[src/rtl/wf_dispatcher_multicu.sv]
// rtl/wf_dispatcher_multicu.sv - wavefront descriptor FIFO dispatching to multiple CUs (DISPATCH_RR_EN selects round-robin)
`timescale 1ns/1ps
module wf_dispatcher_multicu #(
    parameter int NUMOFCU = 4,
    parameter int QDEPTH  = 8,
    parameter int MAXWF   = 8
) (
    input  logic                     clk,
    input  logic                     rst,
    input  logic                     host_wf_valid,
    output logic                     host_wf_ready,
    input  logic [14:0]              host_wf_tag,
    input  logic [3:0]               host_wf_cnt,
    input  logic [5:0]               host_wf_size,
    input  logic [8:0]               host_sgpr_base,
    input  logic [9:0]               host_vgpr_base,
    input  logic [15:0]              host_lds_base,
    input  logic [31:0]              host_start_pc,
    output logic [NUMOFCU-1:0]       dispatch2cu_wf_dispatch,
    output logic [14:0]              dispatch2cu_wf_tag_dispatch,
    output logic [3:0]               dispatch2cu_wg_wf_count,
    output logic [5:0]               dispatch2cu_wf_size_dispatch,
    output logic [8:0]               dispatch2cu_sgpr_base_dispatch,
    output logic [9:0]               dispatch2cu_vgpr_base_dispatch,
    output logic [15:0]              dispatch2cu_lds_base_dispatch,
    output logic [31:0]              dispatch2cu_start_pc_dispatch,
    input  logic [NUMOFCU-1:0]       cu2dispatch_wf_done,
    input  logic [NUMOFCU*15-1:0]    cu2dispatch_wf_tag_done,
    output logic [$clog2(QDEPTH):0]  queue_count,
    output logic [31:0]              wf_done_total,
    output logic                     err_underflow
);
    localparam int AW = $clog2(QDEPTH);
    localparam int CW = AW + 1;
    localparam int PW = (NUMOFCU > 1) ? $clog2(NUMOFCU) : 1;
    localparam int DW = 92;

    logic [DW-1:0]      fifo_mem [QDEPTH];
    logic [AW-1:0]      wr_ptr;
    logic [AW-1:0]      rd_ptr;
    logic [CW-1:0]      q_cnt;
    logic [3:0]         cu_cnt [NUMOFCU];
    logic [NUMOFCU-1:0] eligible;
    logic [NUMOFCU-1:0] grant;
    logic [NUMOFCU-1:0] done_valid;
    logic [PW-1:0]      grant_idx;
    logic               do_push;
    logic               do_pop;
    logic               underflow;
    logic [31:0]        done_inc;
    logic [DW-1:0]      push_desc;
    logic [DW-1:0]      head_desc;
    logic               tag_done_unused;

    // Done tags carry no meaning for dispatch; only the strobes are used.
    assign tag_done_unused = ^cu2dispatch_wf_tag_done;

    assign host_wf_ready = (q_cnt < CW'(QDEPTH));
    assign do_push       = host_wf_valid && host_wf_ready;
    assign push_desc     = {host_wf_tag, host_wf_cnt, host_wf_size, host_sgpr_base,
                            host_vgpr_base, host_lds_base, host_start_pc};
    assign head_desc     = fifo_mem[rd_ptr];
    assign queue_count   = q_cnt;

    always_comb begin
        eligible = '0;
        for (int n = 0; n < NUMOFCU; n++) begin
            eligible[n] = (cu_cnt[n] < 4'(MAXWF));
        end
    end

    assign do_pop = (q_cnt != '0) && (|eligible);

`ifdef DISPATCH_RR_EN
    logic [PW-1:0] rr_ptr;

    always_comb begin
        int   idx;
        logic found;
        idx       = 0;
        found     = 1'b0;
        grant_idx = '0;
        for (int i = 0; i < NUMOFCU; i++) begin
            idx = (int'(rr_ptr) + i) % NUMOFCU;
            if (!found && eligible[idx]) begin
                found     = 1'b1;
                grant_idx = PW'(idx);
            end
        end
    end

    always_ff @(posedge clk) begin
        if (rst) begin
            rr_ptr <= '0;
        end else if (do_pop) begin
            rr_ptr <= (grant_idx == PW'(NUMOFCU - 1)) ? '0 : grant_idx + PW'(1);
        end
    end
`else
    // Descending scan so the lowest eligible index is the last (winning) assignment.
    always_comb begin
        grant_idx = '0;
        for (int i = NUMOFCU - 1; i >= 0; i--) begin
            if (eligible[i]) begin
                grant_idx = PW'(i);
            end
        end
    end
`endif

    always_comb begin
        grant = '0;
        if (do_pop) begin
            grant[grant_idx] = 1'b1;
        end
    end

    // A done coinciding with a grant is a real completion even when the counter reads 0.
    always_comb begin
        done_valid = '0;
        underflow  = 1'b0;
        done_inc   = '0;
        for (int n = 0; n < NUMOFCU; n++) begin
            done_valid[n] = cu2dispatch_wf_done[n] && ((cu_cnt[n] != 4'd0) || grant[n]);
            if (cu2dispatch_wf_done[n] && (cu_cnt[n] == 4'd0) && !grant[n]) begin
                underflow = 1'b1;
            end
            done_inc = done_inc + 32'(done_valid[n]);
        end
    end

    always_ff @(posedge clk) begin
        if (do_push && !rst) begin
            fifo_mem[wr_ptr] <= push_desc;
        end
    end

    always_ff @(posedge clk) begin
        if (rst) begin
            wr_ptr                  <= '0;
            rd_ptr                  <= '0;
            q_cnt                   <= '0;
            wf_done_total           <= '0;
            err_underflow           <= 1'b0;
            dispatch2cu_wf_dispatch <= '0;
            for (int n = 0; n < NUMOFCU; n++) begin
                cu_cnt[n] <= 4'd0;
            end
            {dispatch2cu_wf_tag_dispatch, dispatch2cu_wg_wf_count, dispatch2cu_wf_size_dispatch,
             dispatch2cu_sgpr_base_dispatch, dispatch2cu_vgpr_base_dispatch,
             dispatch2cu_lds_base_dispatch, dispatch2cu_start_pc_dispatch} <= '0;
        end else begin
            if (do_push) begin
                wr_ptr <= wr_ptr + AW'(1);
            end
            if (do_pop) begin
                rd_ptr <= rd_ptr + AW'(1);
            end
            q_cnt <= q_cnt + CW'(do_push) - CW'(do_pop);
            for (int n = 0; n < NUMOFCU; n++) begin
                if (grant[n] && !cu2dispatch_wf_done[n]) begin
                    cu_cnt[n] <= cu_cnt[n] + 4'd1;
                end else if (!grant[n] && done_valid[n]) begin
                    cu_cnt[n] <= cu_cnt[n] - 4'd1;
                end
            end
            wf_done_total <= wf_done_total + done_inc;
            if (underflow) begin
                err_underflow <= 1'b1;
            end
            dispatch2cu_wf_dispatch <= grant;
            {dispatch2cu_wf_tag_dispatch, dispatch2cu_wg_wf_count, dispatch2cu_wf_size_dispatch,
             dispatch2cu_sgpr_base_dispatch, dispatch2cu_vgpr_base_dispatch,
             dispatch2cu_lds_base_dispatch, dispatch2cu_start_pc_dispatch} <= do_pop ? head_desc : '0;
        end
    end
endmodule

[config.mk]
export PLATFORM = sky130hd
export DESIGN_NAME = wf_dispatcher_multicu
export DESIGN_NICKNAME = d
export VERILOG_FILES = /design/src/rtl/wf_dispatcher_multicu.sv
export SDC_FILE = /design/constraint.sdc
export NUM_CORES = 1
export LEC_CHECK = 0
export BUFFER_PORTS_ARGS = -buffer_cell sky130_fd_sc_hd__buf_2
export CAP_MARGIN = 25
export CORE_MARGIN = 2
export CORE_UTILIZATION = 35
export CTS_CLUSTER_DIAMETER = 30
export DETAILED_ROUTE_END_ITERATION = 12
export GPL_TIMING_DRIVEN = 1
export PLACE_DENSITY_LB_ADDON = 0.25
export SETUP_SLACK_MARGIN = 0.05
export SLEW_MARGIN = 40
export SYNTH_ARGS = -nofsm -noshare
export SYNTH_HDL_FRONTEND = slang
export SYNTH_SLANG_ARGS = --single-unit
[constraint.sdc]
create_clock -name clk -period 17.01 [get_ports clk]
set_clock_uncertainty 0.15 [all_clocks]
set_input_delay 2.5515 -clock clk [delete_from_list [all_inputs] [get_ports clk]]
set_output_delay 2.5515 -clock clk [all_outputs]
set_load 0.005 [all_outputs]
* Yosys cells after proc, flatten, opt, wreduce, memory -nomap -nowiden *
Memory sizes are Yosys's and may differ from the RTL's. A register that Yosys moved wholly into a read port is not among the register bits.
Cells that the tools add are included.

cells by class
  reductions and logical operators = 48
  bitwise logic cells = 9
  mux-type cells = 51
  add/subtract/negate cells = 16
  order comparisons = 7

operators by type and width
  cell                 count
  $mux 1               37
  $mux 4               9
  $add 32x4->32        1
  $logic_and 1x1->1    24
  $lt 4x4->1 const B   5
  $reduce_bool 4->1    5
  $add 4x1->4 const B  4
  $logic_not 4->1      4
  $sub 4x1->4 const B  4
  $logic_not 1->1      9
  $mux 2               4
  $or 1x1->1           8
  $add 3x1->3 const B  2
  $add 3x1->4          1
  $add 4x1->4          1
  $logic_or 1x1->1     4
  $reduce_or 4->1      1
  $sub 4x1->4          1
  $add 2x1->3          1
  $lt 2x3->1 const B   1
  $add 1x1->2          1
  $demux 1 s2          1
  $ge 2x1->1 const B   1
  $reduce_or 2->1      1
  $not 1->1            1

storage, ports and cells
  word-level logic and storage cells = 139
  output and inout bits = 134
  memories kept = 2
  flip-flop bits (word level) = 47
  bits in writable memories = 752
  input bits = 159

memories
  name      words  bits a word  read ports  clocked after Yosys merged registers in  write ports  line  text
  fifo_mem  8      92           1           1                                        1            38    logic [DW-1:0] fifo_mem [QDEPTH];
  cu_cnt    4      4            4           0                                        4            42    logic [3:0] cu_cnt [NUMOFCU];

* Longest topological paths before layout *
Gate-level depths: netlist (run 1).
An unclocked memory read counts as a cell.

  word-level depth = 19
  mapped depth = 16
  gate-level depth less buffers = 14

* Worst setup path after synthesis (run 1) *
Ideal clock, no wire load.

  path type = input to register
  start = input host_wf_valid
  end = memory fifo_mem[0][0] (enable)
  arrival = 9530 ps
  buffers on the path = 0
  data required time = 16205 ps
  path slack = 6675 ps
  stages = 4
  setup time = 655 ps
  cell sequence = nor2b_1 -> inv_1 -> or3_1 -> nor3_1

between the ends
  longest elaborated chain between the ends = 4

RTL lines
  item                          line  text
  start: declaration            10    input logic host_wf_valid,
  $logic_and 1x1->1             59    assign do_push = host_wf_valid && host_wf_ready;
  $logic_and 1x1->1             133   if (do_push && !rst) begin
  $mux 1                        133
  $mux 1 (implied by the code)  134   fifo_mem[wr_ptr] <= push_desc;
  end: declaration              38

Every way passes these cells.

* Worst setup path in the final report (run 1) *
  start = input cu2dispatch_wf_done[0]
  end = register wf_done_total[26]

between the ends
  longest elaborated chain between the ends = 5

RTL lines
  item                    line  text
  start: declaration      27    input logic [NUMOFCU-1:0] cu2dispatch_wf_done,
  $logic_and 1x1->1       124   done_valid[n] = cu2dispatch_wf_done[n] && ((cu_cnt[n] != 4'd0) || grant[n]);
  $add 1x1->2             128   done_inc = done_inc + 32'(done_valid[n]);
  $add 2x1->3             128
  $add 3x1->4             128
  $add 32x4->32           167   wf_done_total <= wf_done_total + done_inc;
  end signal: assignment  167
  end: declaration        30    output logic [31:0] wf_done_total,

Every way passes these cells.
A chain may end at the register's enable or synchronous reset.

==> impl_metrics.toml, run 1 <==
[outcome]
status = "complete, no violations"

[die]
core_sq_mm = 0.09361
fp.dieH_microns = 311.7
ioPinCount = 293
start_util = 0.3539
fp-row-count = 112
dieArea_sq_mm = 0.09713
chipWidth_microns = 311.7

[power_and_ir_drop]
power_density_mw_per_mm2 = 174.2
p_sw_mw = 1.844
pwr-share-clk = 0.489
p_leak_nw = 14.40
intPower_mw = 5.547
switching_share = 0.2495
power_frac_comb = 0.155
p_seq_frac = 0.356
peakVddDrop_v = 0.0001340

[sta]
slew_headroom = 0.4608
tightest_slew_ns = 0.8088
hold_violations = 0
timing.fmax_ghz = 0.2025
slew_violations = 0
setup_viol = 0
period_minus_slack_ns = 4.938
rsz0062_at_grt = "false"
tns_ns = 0
min_period_over_period = 0.2903

[drt]
drt_pre_antenna_iters = 7
wl_per_cell_microns = 21.34
vias_per_cell = 4.850
totalWireLength_mm = 73.56
vias = 16718
post-route-drc-count = 0
drt_iter0_drc = 893
ant_nets = 0

[global_routing]
grt_pass1_wl_mm = 111.4
grt.overflow.total = 0
grt_usage = 0.1530
antenna_found_initial = 10
grt_pass1_vias = 18323
grt_max_degree = 70

[yosys]
synth_area_leader_cell = "edfxtp_1"
syn_avg_cell_area_sq_um = 19.98
synth_most_common_cell = "edfxtp_1"
async_flop_share = 0
ys_seq_area_frac = 0.7656
synth_common_cells = "752 x edfxtp_1, 184 x mux4_2, 139 x dfxtp_1"
synth_edf_count = 752
synth.cell_area_sq_mm = 0.03313
ys_warn_count = 0
synth_cell_types = 46
synth-main-ff-cell = "edfxtp_1"
synth_cells = 1658
synth_area_leaders = "edfxtp_1 68%, mux4_2 13%, dfxtp_1 8.4%"
synth_top_area_frac = 0.6816
synth_seq_cells = 891
synth_fp_nets = 1840

[worst_setup_path]
worst_setup_path_start_kind = "input pin"
cp_max_fo = 14
crit_path_end_kind = "flip-flop"
rr_worst_depth = 12
arrival_ns = 5.42
crit_required_ns = 17.49
path_common_cell = "fa_1"
cp_slowest_cell = "or2_2"
startpoint = "cu2dispatch_wf_done[0]"
critPathTopFamily = "simple AND/OR/NAND/NOR gates"
critPathBufInv = 2
rr_endpoint = "wf_done_total[26]"
path_cells = "buf_2, o21ai_0, fa_1, inv_1, fa_1, fa_1, nand4_1, or2_2, nor4_1, mux2_2"
regToRegStartpoint = "queue_count[2]"
slowest_delay_ns = 0.51
r2r_setup_slack_ns = 12.64
cp-endpoint = "wf_done_total[26]"
worstSetupPathDepth = 10
path_class = "input pin to flip-flop"

[clock_network]
clkSinkCount = 891
cts-hold-fix-buffers = 0
htreeDepth = 4
cts.clk_slew.worst_paths_ns = 0.04
cts_tree = "yes"
cts_resized = 0
cts_root_buf = "clkbuf_16"
post_cts_buffers = 0
clk_latency_ns = 0.75
numCtsBuffers = 186
clockBufferDepth = 3

[final_layout]
nets = 2212
finish.instance_area_sq_mm = 0.04242
synthToLayoutAreaGrowth_pct = 28.05
layout-drive-gt1-share = 0.3497
finalNonFillerCells = 3447
antennaDiodeCount = 0

[worst_hold_path]
hp-class = "flip-flop to flip-flop"

[flow_run]
max_cap_violations = 0

[placed_design]
dpl.hpwl_mm = 38.02
placed_cells = 3095
gp_congestion = 0.7297
dpl_cell_area_sq_mm = 0.03595
portBuffers = 232
per-stage QoR:
stage | hold slack [ns] | power (mW) | setup WS, ns | util
after floorplan | 0.3119 | 3.458 | 6.675 | -
after global placement | 0.3144 | 3.826 | 10.91 | 0.3827
after detailed placement | 0.3462 | 3.852 | 11.12 | 0.3840
after CTS | 0.3527 | 7.513 | 11.92 | 0.4529
after global routing | 0.3708 | 7.716 | 11.91 | 0.4532
final | 0.3486 | 7.391 | 12.07 | 0.4532
registers in the layout, summed over array words and instances, names as in the netlist:
signal	cells
rd_ptr	3
dispatch2cu_sgpr_base_dispatch	9
fifo_mem	736
err_underflow	1
wf_done_total	32
dispatch2cu_wf_size_dispatch	6
dispatch2cu_start_pc_dispatch	32
dispatch2cu_wf_tag_dispatch	15
dispatch2cu_wf_dispatch	4
queue_count	4
dispatch2cu_vgpr_base_dispatch	10
cu_cnt	16
dispatch2cu_lds_base_dispatch	16
wr_ptr	3
dispatch2cu_wg_wf_count	4
kinds of logic (layout without fill, tap and decap cells):
logic type | Yosys count | count (layout) | synth area share
simple gates | 266 | 266 | 0.03856
compound gates | 73 | 73 | 0.01348
buf+inv | 105 | 640 | 0.01254
flops | 891 | 891 | 0.7656
xor+xnor | 20 | 20 | 0.005287
fa+ha+maj | 23 | 23 | 0.01027
mux | 280 | 280 | 0.1542
power by group through the flow:
stage / clock network [mW] / logic (mW) / registers [mW]
6_report: 3.61 / 1.14 / 2.63
5_1_grt: 3.80 / 1.27 / 2.65
4_1_cts: 3.69 / 1.19 / 2.64
3_5_place_dp: 0 / 1.18 / 2.68
3_3_place_gp: 0 / 1.13 / 2.70
2_1_floorplan: 0 / 0.816 / 2.64
per-layer routing:
metal	wire [microns]	up-vias	track usage
met5	93	-	0
met4	1587	16	0.05529
met3	4155	143	0.04579
met2	37300	405	0.2586
met1	30430	8665	0.1855
li1	-	7489	-
layout make-up:
class	instances	area, sq um
Multi-Input combinational cell	662	7417
Sequential cell	891	25380
Inverter	25	93.84
Clock buffer	233	4932
Tap cell	1254	1569
Fill cell	8140	51190
Timing Repair Buffer	264	1523
Clock inverter	118	1510
placed cells by master, fill, tap and decap left out, types with 7 or more instances in the layout:
master	synthesis	final
clkinvlp_4	0	11
clkinv_1	1	15
xor2_1	8	8
nand2_1	26	26
fa_1	7	7
mux4_2	184	184
nor2b_1	14	14
clkinv_4	0	12
nor4_1	8	8
buf_4	0	9
bufinv_16	0	25
xnor2_1	12	12
clkbuf_1	44	38
buf_6	0	19
or3_1	9	9
ha_1	16	16
clkbuf_8	0	8
o21ai_0	13	13
inv_1	24	24
clkinv_2	0	32
edfxtp_1	752	752
nor3_1	13	11
buf_2	17	232
inv_6	0	13
o31ai_1	9	9
mux2i_1	92	92
a21oi_1	28	28
or4_1	16	16
a211oi_1	7	7
dfxtp_1	139	136
nor2_1	129	123
nand3_1	18	17
nand4_1	9	9
clkbuf_16	0	187
worst min-delay path, stage by stage, from the launching register on:
cell     delay, ns
dfxtp_1       0.32
nand2_1       0.06
a21oi_1       0.06
worst min-delay path by stage:
stage,end,start,slack [ns],cells past startpoint
floorplan,wr_ptr[1],wr_ptr[1],0.31,2
global placement,wf_done_total[31],wf_done_total[31],0.31,2
detailed placement,wr_ptr[1],wr_ptr[1],0.35,2
CTS,wr_ptr[1],wr_ptr[1],0.35,2
global route,wr_ptr[1],wr_ptr[1],0.37,2
finish,wr_ptr[1],wr_ptr[1],0.35,2
No activity file was read; power rests on OpenSTA's default activity.
==> inputs of run 2 (changes only) <==
clock period = 4.3 ns   (was 17.01 ns; I/O delays follow)
==> run 2 against run 1 <==
  * Count of clock-buffer cells in the layout decreased by 5
  * Utilization increased by 1.6 points
  * Setup slack worse by 12 ns
  * Routed wire length rose by 1.0%
  * Critical path type is now flip-flop to flip-flop
  * Largest cell class unchanged
  * Largest power group unchanged
  * Highest routed layer unchanged
==> impl_metrics.toml, run 2 (synthesis results as in run 1) <==
[die]
fp-row-count = 112
ioPinCount = 293
fp.dieH_microns = 311.7
chipWidth_microns = 311.7
start_util = 0.3539
core_sq_mm = 0.09361
dieArea_sq_mm = 0.09713

[worst_setup_path]
startpoint = "queue_count[2]"
cp-endpoint = "wf_done_total[22]"
path_class = "flip-flop to flip-flop"
r2r_setup_slack_ns = 0.27
regToRegStartpoint = "queue_count[2]"
arrival_ns = 4.49
rr_worst_depth = 12
rr_endpoint = "wf_done_total[22]"
crit_path_end_kind = "flip-flop"
crit_required_ns = 4.77
cp_max_fo = 14
worst_setup_path_start_kind = "flip-flop"

[sta]
slew_violations = 0
tightest_slew_ns = 0.7880
min_period_over_period = 0.9366
tns_ns = 0
slew_headroom = 0.4747
setup_viol = 0
hold_slack_ns = 0.1044
rsz0062_at_grt = "false"
hold_violations = 0
timing.fmax_ghz = 0.2483
period_minus_slack_ns = 4.028

[drt]
ant_nets = 0
post-route-drc-count = 0
drt_iter0_drc = 1071
totalWireLength_mm = 74.31
wl_per_cell_microns = 20.88
vias_per_cell = 4.809
drt_pre_antenna_iters = 5
vias = 17115

[final_layout]
regMostFlops = "fifo_mem"
nets = 2318
largest_reg_flops = 736
mostFrequentLayoutCells = "752 x edfxtp_1, 232 x buf_2, 191 x clkbuf_16"
finalNonFillerCells = 3559
final_common_cell = "edfxtp_1"
layout-drive-gt1-share = 0.3485
synthToLayoutAreaGrowth_pct = 32.44

[placed_design]
gp_congestion = 0.7319
dpl.hpwl_mm = 38.84
placed_cells = 3104
portBuffers = 232

[global_routing]
grt.overflow.total = 0
use_met3 = 0.03867
antenna_found_initial = 8
grt_max_degree = 93
grt_use_met1 = 0.1893
met2_usage = 0.2642
grt_pass1_wl_mm = 113.5
grt_pass1_vias = 18901
grt_busiest_layer = "met2"
grt_usage = 0.1546

[clock_network]
numCtsBuffers = 191
clkSinkCount = 891
cts_root_buf = "clkbuf_16"
cts_tree = "yes"
cts.clk_slew.worst_paths_ns = 0.04
clk_latency_ns = 0.73
post_cts_buffers = 0
clockBufferDepth = 3
htreeDepth = 4

[power_and_ir_drop]
power_density_mw_per_mm2 = 683.1
p_total_mw = 29.97
p_leak_nw = 14.95
peakVddDrop_v = 0.0004272

[outcome]
status = "complete, no violations"

[worst_hold_path]
hp-class = "input pin to flip-flop"

[flow_run]
max_cap_violations = 0
-- run 2: critical path, stage by stage (launching register included) --
cell and delay, ns:
dfxtp_1 0.31, inv_1 0.08, ha_1 0.18, or3b_1 0.46
o21ai_1 0.29, fa_1 0.46, inv_1 0.09, fa_1 0.23
fa_1 0.25, nand4_1 0.19, or2_2 0.47, nor4_1 0.36
mux2_2 0.38
-- run 2: per-layer routing --
layer	up-vias	wire length [microns]
li1	7704	-
met1	8840	31430
met2	428	37780
met3	131	3370
met4	12	1655
met5	-	74
-- run 2: what timing repair did --
item | 4_1_cts | 5_1_grt
gates resized for setup | 0 | 1
hold endpoints to repair | 696 | 0
hold buffers | 92 | 0
endpoints found under the setup margin | 0 | 8
-- run 2: how the worst min path moves through the flow --
stage	cells after the start	end	start
3_3_place_gp	2	wr_ptr[1]	wr_ptr[1]
6_report	2	rd_ptr[2]	rst
4_1_cts	2	rd_ptr[2]	rst
5_1_grt	2	rd_ptr[2]	rst
2_1_floorplan	2	wr_ptr[1]	wr_ptr[1]
3_5_place_dp	2	wf_done_total[31]	wf_done_total[31]
-- run 2: metrics by stage --
stage	util	setup slack, ns	cell area [sq um]
5_1_grt	0.4687	0.08895	43880
3_5_place_dp	0.3862	0.1787	36150
4_1_cts	0.4685	0.1469	43850
2_1_floorplan	-	-1.380	33150
3_3_place_gp	0.3862	0.2600	36150
6_report	0.4687	0.2725	43880
-- run 2: final cells by class --
| type | count | area, sq um |
|---|---|---|
| inverters | 25 | 93.84 |
| clock buffers | 228 | 5049 |
| clock inverters | 133 | 1730 |
| repair buffers | 365 | 2628 |
| flip-flops and latches | 891 | 25380 |
| diodes | 1 | 2.502 |
| well taps | 1254 | 1569 |
| fillers | 8003 | 49730 |
| multi-input cells | 662 | 7430 |
-- run 2: power by group --
group / internal [mW] / switching [mW] / leakage, nW
registers: 10.0 / 0.344 / 7.96
logic: 2.37 / 2.36 / 3.77
clock network: 10.0 / 4.80 / 3.22
==> inputs of run 3 (changes only) <==
BUFFER_PORTS_ARGS = not set   (was -buffer_cell sky130_fd_sc_hd__buf_2)
DONT_BUFFER_PORTS = 1   (was not set)
MAX_ROUTING_LAYER = met4   (was not set)
==> run 3 against run 2 <==
  * Register-to-register slack gained 0.096 ns
  * Fmax is 2.4% higher
  * Sequential share of layout area increased by 2.1 points
  * Combinational power fell by 9.5%
  * First-iteration DRC count down 2.1%
  * Largest power group unchanged
  * Worst hold slack lost 0.0099 ns
  * Sequential power barely moved
  * Highest routed layer is now met4
  * Clock power fell by 5%
  * Utilization decreased by 1.7 points
  * Critical path depth is 1 higher
  * Non-clock buffer count decreased by 233
==> impl_metrics.toml, run 3 (synthesis results as in run 1) <==
[outcome]
status = "complete, no violations"

[final_layout]
regMostFlops = "fifo_mem"
synthToLayoutAreaGrowth_pct = 27.74
largest_reg_flops = 736
multi_input_comb_area_sq_mm = 0.007432
final_common_cell = "edfxtp_1"
mostFrequentLayoutCells = "752 x edfxtp_1, 187 x clkbuf_16, 184 x mux4_2"
register_area_sq_mm = 0.02538
nets = 2081
layout-drive-gt1-share = 0.2612
nFillCells = 8082
finalNonFillerCells = 3319
finish.instance_area_sq_mm = 0.04232

[drt]
post-route-drc-count = 0
vias = 16435
vias_per_cell = 4.952
totalWireLength_mm = 74.90
drt_iter0_drc = 1049
ant_nets = 0
drt_pre_antenna_iters = 5
wl_per_cell_microns = 22.57

[sta]
hold_slack_ns = 0.09448
hold_violations = 0
slew_violations = 0
fin_ws_ns = 0.3686
period_minus_slack_ns = 3.931
setup_viol = 0
rsz0062_at_grt = "false"
min_period_over_period = 0.9143
slew_headroom = 0.5103
tightest_slew_ns = 0.7345
timing.fmax_ghz = 0.2544

[global_routing]
met2_usage = 0.2618
grt_use_met1 = 0.1977
grt_pass1_vias = 18104
antenna_found_initial = 9
grt.overflow.total = 0
grt_usage = 0.1618
use_met3 = 0.04273
grt_pass1_wl_mm = 113.8
grt_max_degree = 75
grt_busiest_layer = "met2"

[worst_setup_path]
rr_worst_depth = 13
regToRegStartpoint = "queue_count[3]"
worst_setup_path_start_kind = "flip-flop"
r2r_setup_slack_ns = 0.37
crit_required_ns = 4.81
cp_max_fo = 19
slowest_delay_ns = 0.80
path_class = "flip-flop to flip-flop"
arrival_ns = 4.44
rr_endpoint = "wf_done_total[25]"
crit_path_end_kind = "flip-flop"
cp_slowest_cell = "or4_1"
path_cells = "inv_1, ha_1, or3b_1, nand3_1, nand2_1, nand2_1, fa_1, inv_1, fa_1, a21oi_1, or4_1, or4_1, a21oi_1"

[placed_design]
portBuffers = 0
dpl_cell_area_sq_mm = 0.03499
place_ws_ns = 0.1896
dpl.hpwl_mm = 38.26
gp_congestion = 0.7404
placed_cells = 2867

[power_and_ir_drop]
p_total_mw = 28.77
switching_share = 0.2541
intPower_mw = 21.46
p_leak_nw = 13.66
pwr-share-clk = 0.485
peakVddDrop_v = 0.0003991
power_density_mw_per_mm2 = 679.9
power_frac_comb = 0.149
p_seq_frac = 0.366
p_sw_mw = 7.312

[die]
ioPinCount = 293
chipWidth_microns = 311.7
start_util = 0.3539
core_sq_mm = 0.09361
fp.dieH_microns = 311.7
dieArea_sq_mm = 0.09713
fp-row-count = 112

[clock_network]
cts_tree = "yes"
numCtsBuffers = 187
clkSinkCount = 891
clockBufferDepth = 3
clk_latency_ns = 0.75
cts_root_buf = "clkbuf_16"
htreeDepth = 4
cts.clk_slew.worst_paths_ns = 0.04

[worst_hold_path]
hp-class = "input pin to flip-flop"
worstHoldStart = "cu2dispatch_wf_done[0]"
min_to = "cu_cnt[0][3]"
whs_path_depth = 2

[flow_run]
max_cap_violations = 0
==> run 3: changes by cell type in the layout (fill, tap and decap cells not counted), moves of 4 or more <==
| cell | before | now |
|---|---|---|
| inv_6 | 7 | 14 |
| buf_2 | 232 | 0 |
| buf_4 | 22 | 14 |
| clkbuf_16 | 191 | 187 |
| clkbuf_1 | 24 | 30 |
| bufinv_16 | 27 | 21 |
| clkinv_1 | 12 | 21 |
| diode_2 | 1 | 9 |
| clkbuf_8 | 13 | 2 |
| clkinv_2 | 36 | 26 |
==> run 3: per-stage QoR <==
step	TNS, ns	util
final	0	0.4521
after global routing	0	0.4521
after CTS	0	0.4516
after detailed placement	0	0.3738
after global placement	0	0.3738
after floorplan	-634.85	-
==> run 3: critical path, delay by kind of cell, from the launching register on <==
kind	cells	cell delay, ns
and+or+nand+nor	6	2.15
AOI/OAI and AO/OA	2	0.25
adders and majority gates	3	0.80
buffers and inverters	2	0.19
DFF	1	0.32
==> run 3: metal layers <==
metal  share of wire  vias to the layer above
met4           0.018                        0
met2            0.50                      411
met3           0.055                      122
met1            0.42                     8675
li1                -                     7227
met5               0                        -
==> run 3: cell type report <==
type / count / area share
inverters: 25 / 0.002217
multi-input cells: 662 / 0.1756
clock inverters: 127 / 0.03501
clock buffers: 219 / 0.1139
well taps: 1254 / 0.03708
diodes: 9 / 0.0005322
repair buffers: 132 / 0.03601
flip-flops and latches: 891 / 0.5996
==> run 3: power groups by stage <==
| stage | clock network [mW] | logic [mW] | registers, mW |
|---|---|---|---|
| 2_1_floorplan | 0 | 3.23 | 10.4 |
| 3_3_place_gp | 0 | 4.11 | 10.7 |
| 3_5_place_dp | 0 | 4.16 | 10.8 |
| 4_1_cts | 14.3 | 4.35 | 10.6 |
| 5_1_grt | 14.7 | 4.73 | 10.6 |
| 6_report | 14.0 | 4.29 | 10.5 |
==> run 3: worst max path at each step <==
| stage | from | to | cells past startpoint |
|---|---|---|---|
| after global placement | queue_count[3] | wf_done_total[22] | 12 |
| after detailed placement | queue_count[3] | wf_done_total[22] | 12 |
| after floorplan | host_wf_valid | fifo_mem[7][0] | 3 |
| after CTS | queue_count[3] | wf_done_total[22] | 12 |
| after global routing | queue_count[3] | wf_done_total[27] | 13 |
| final | queue_count[3] | wf_done_total[25] | 13 |
==> run 3: timing repair <==
action                     CTS  global route
hold endpoints to repair   795             0
hold buffers                96             0
resized for setup            0             2
setup endpoints to repair    0            12
buffers inserted             0             0
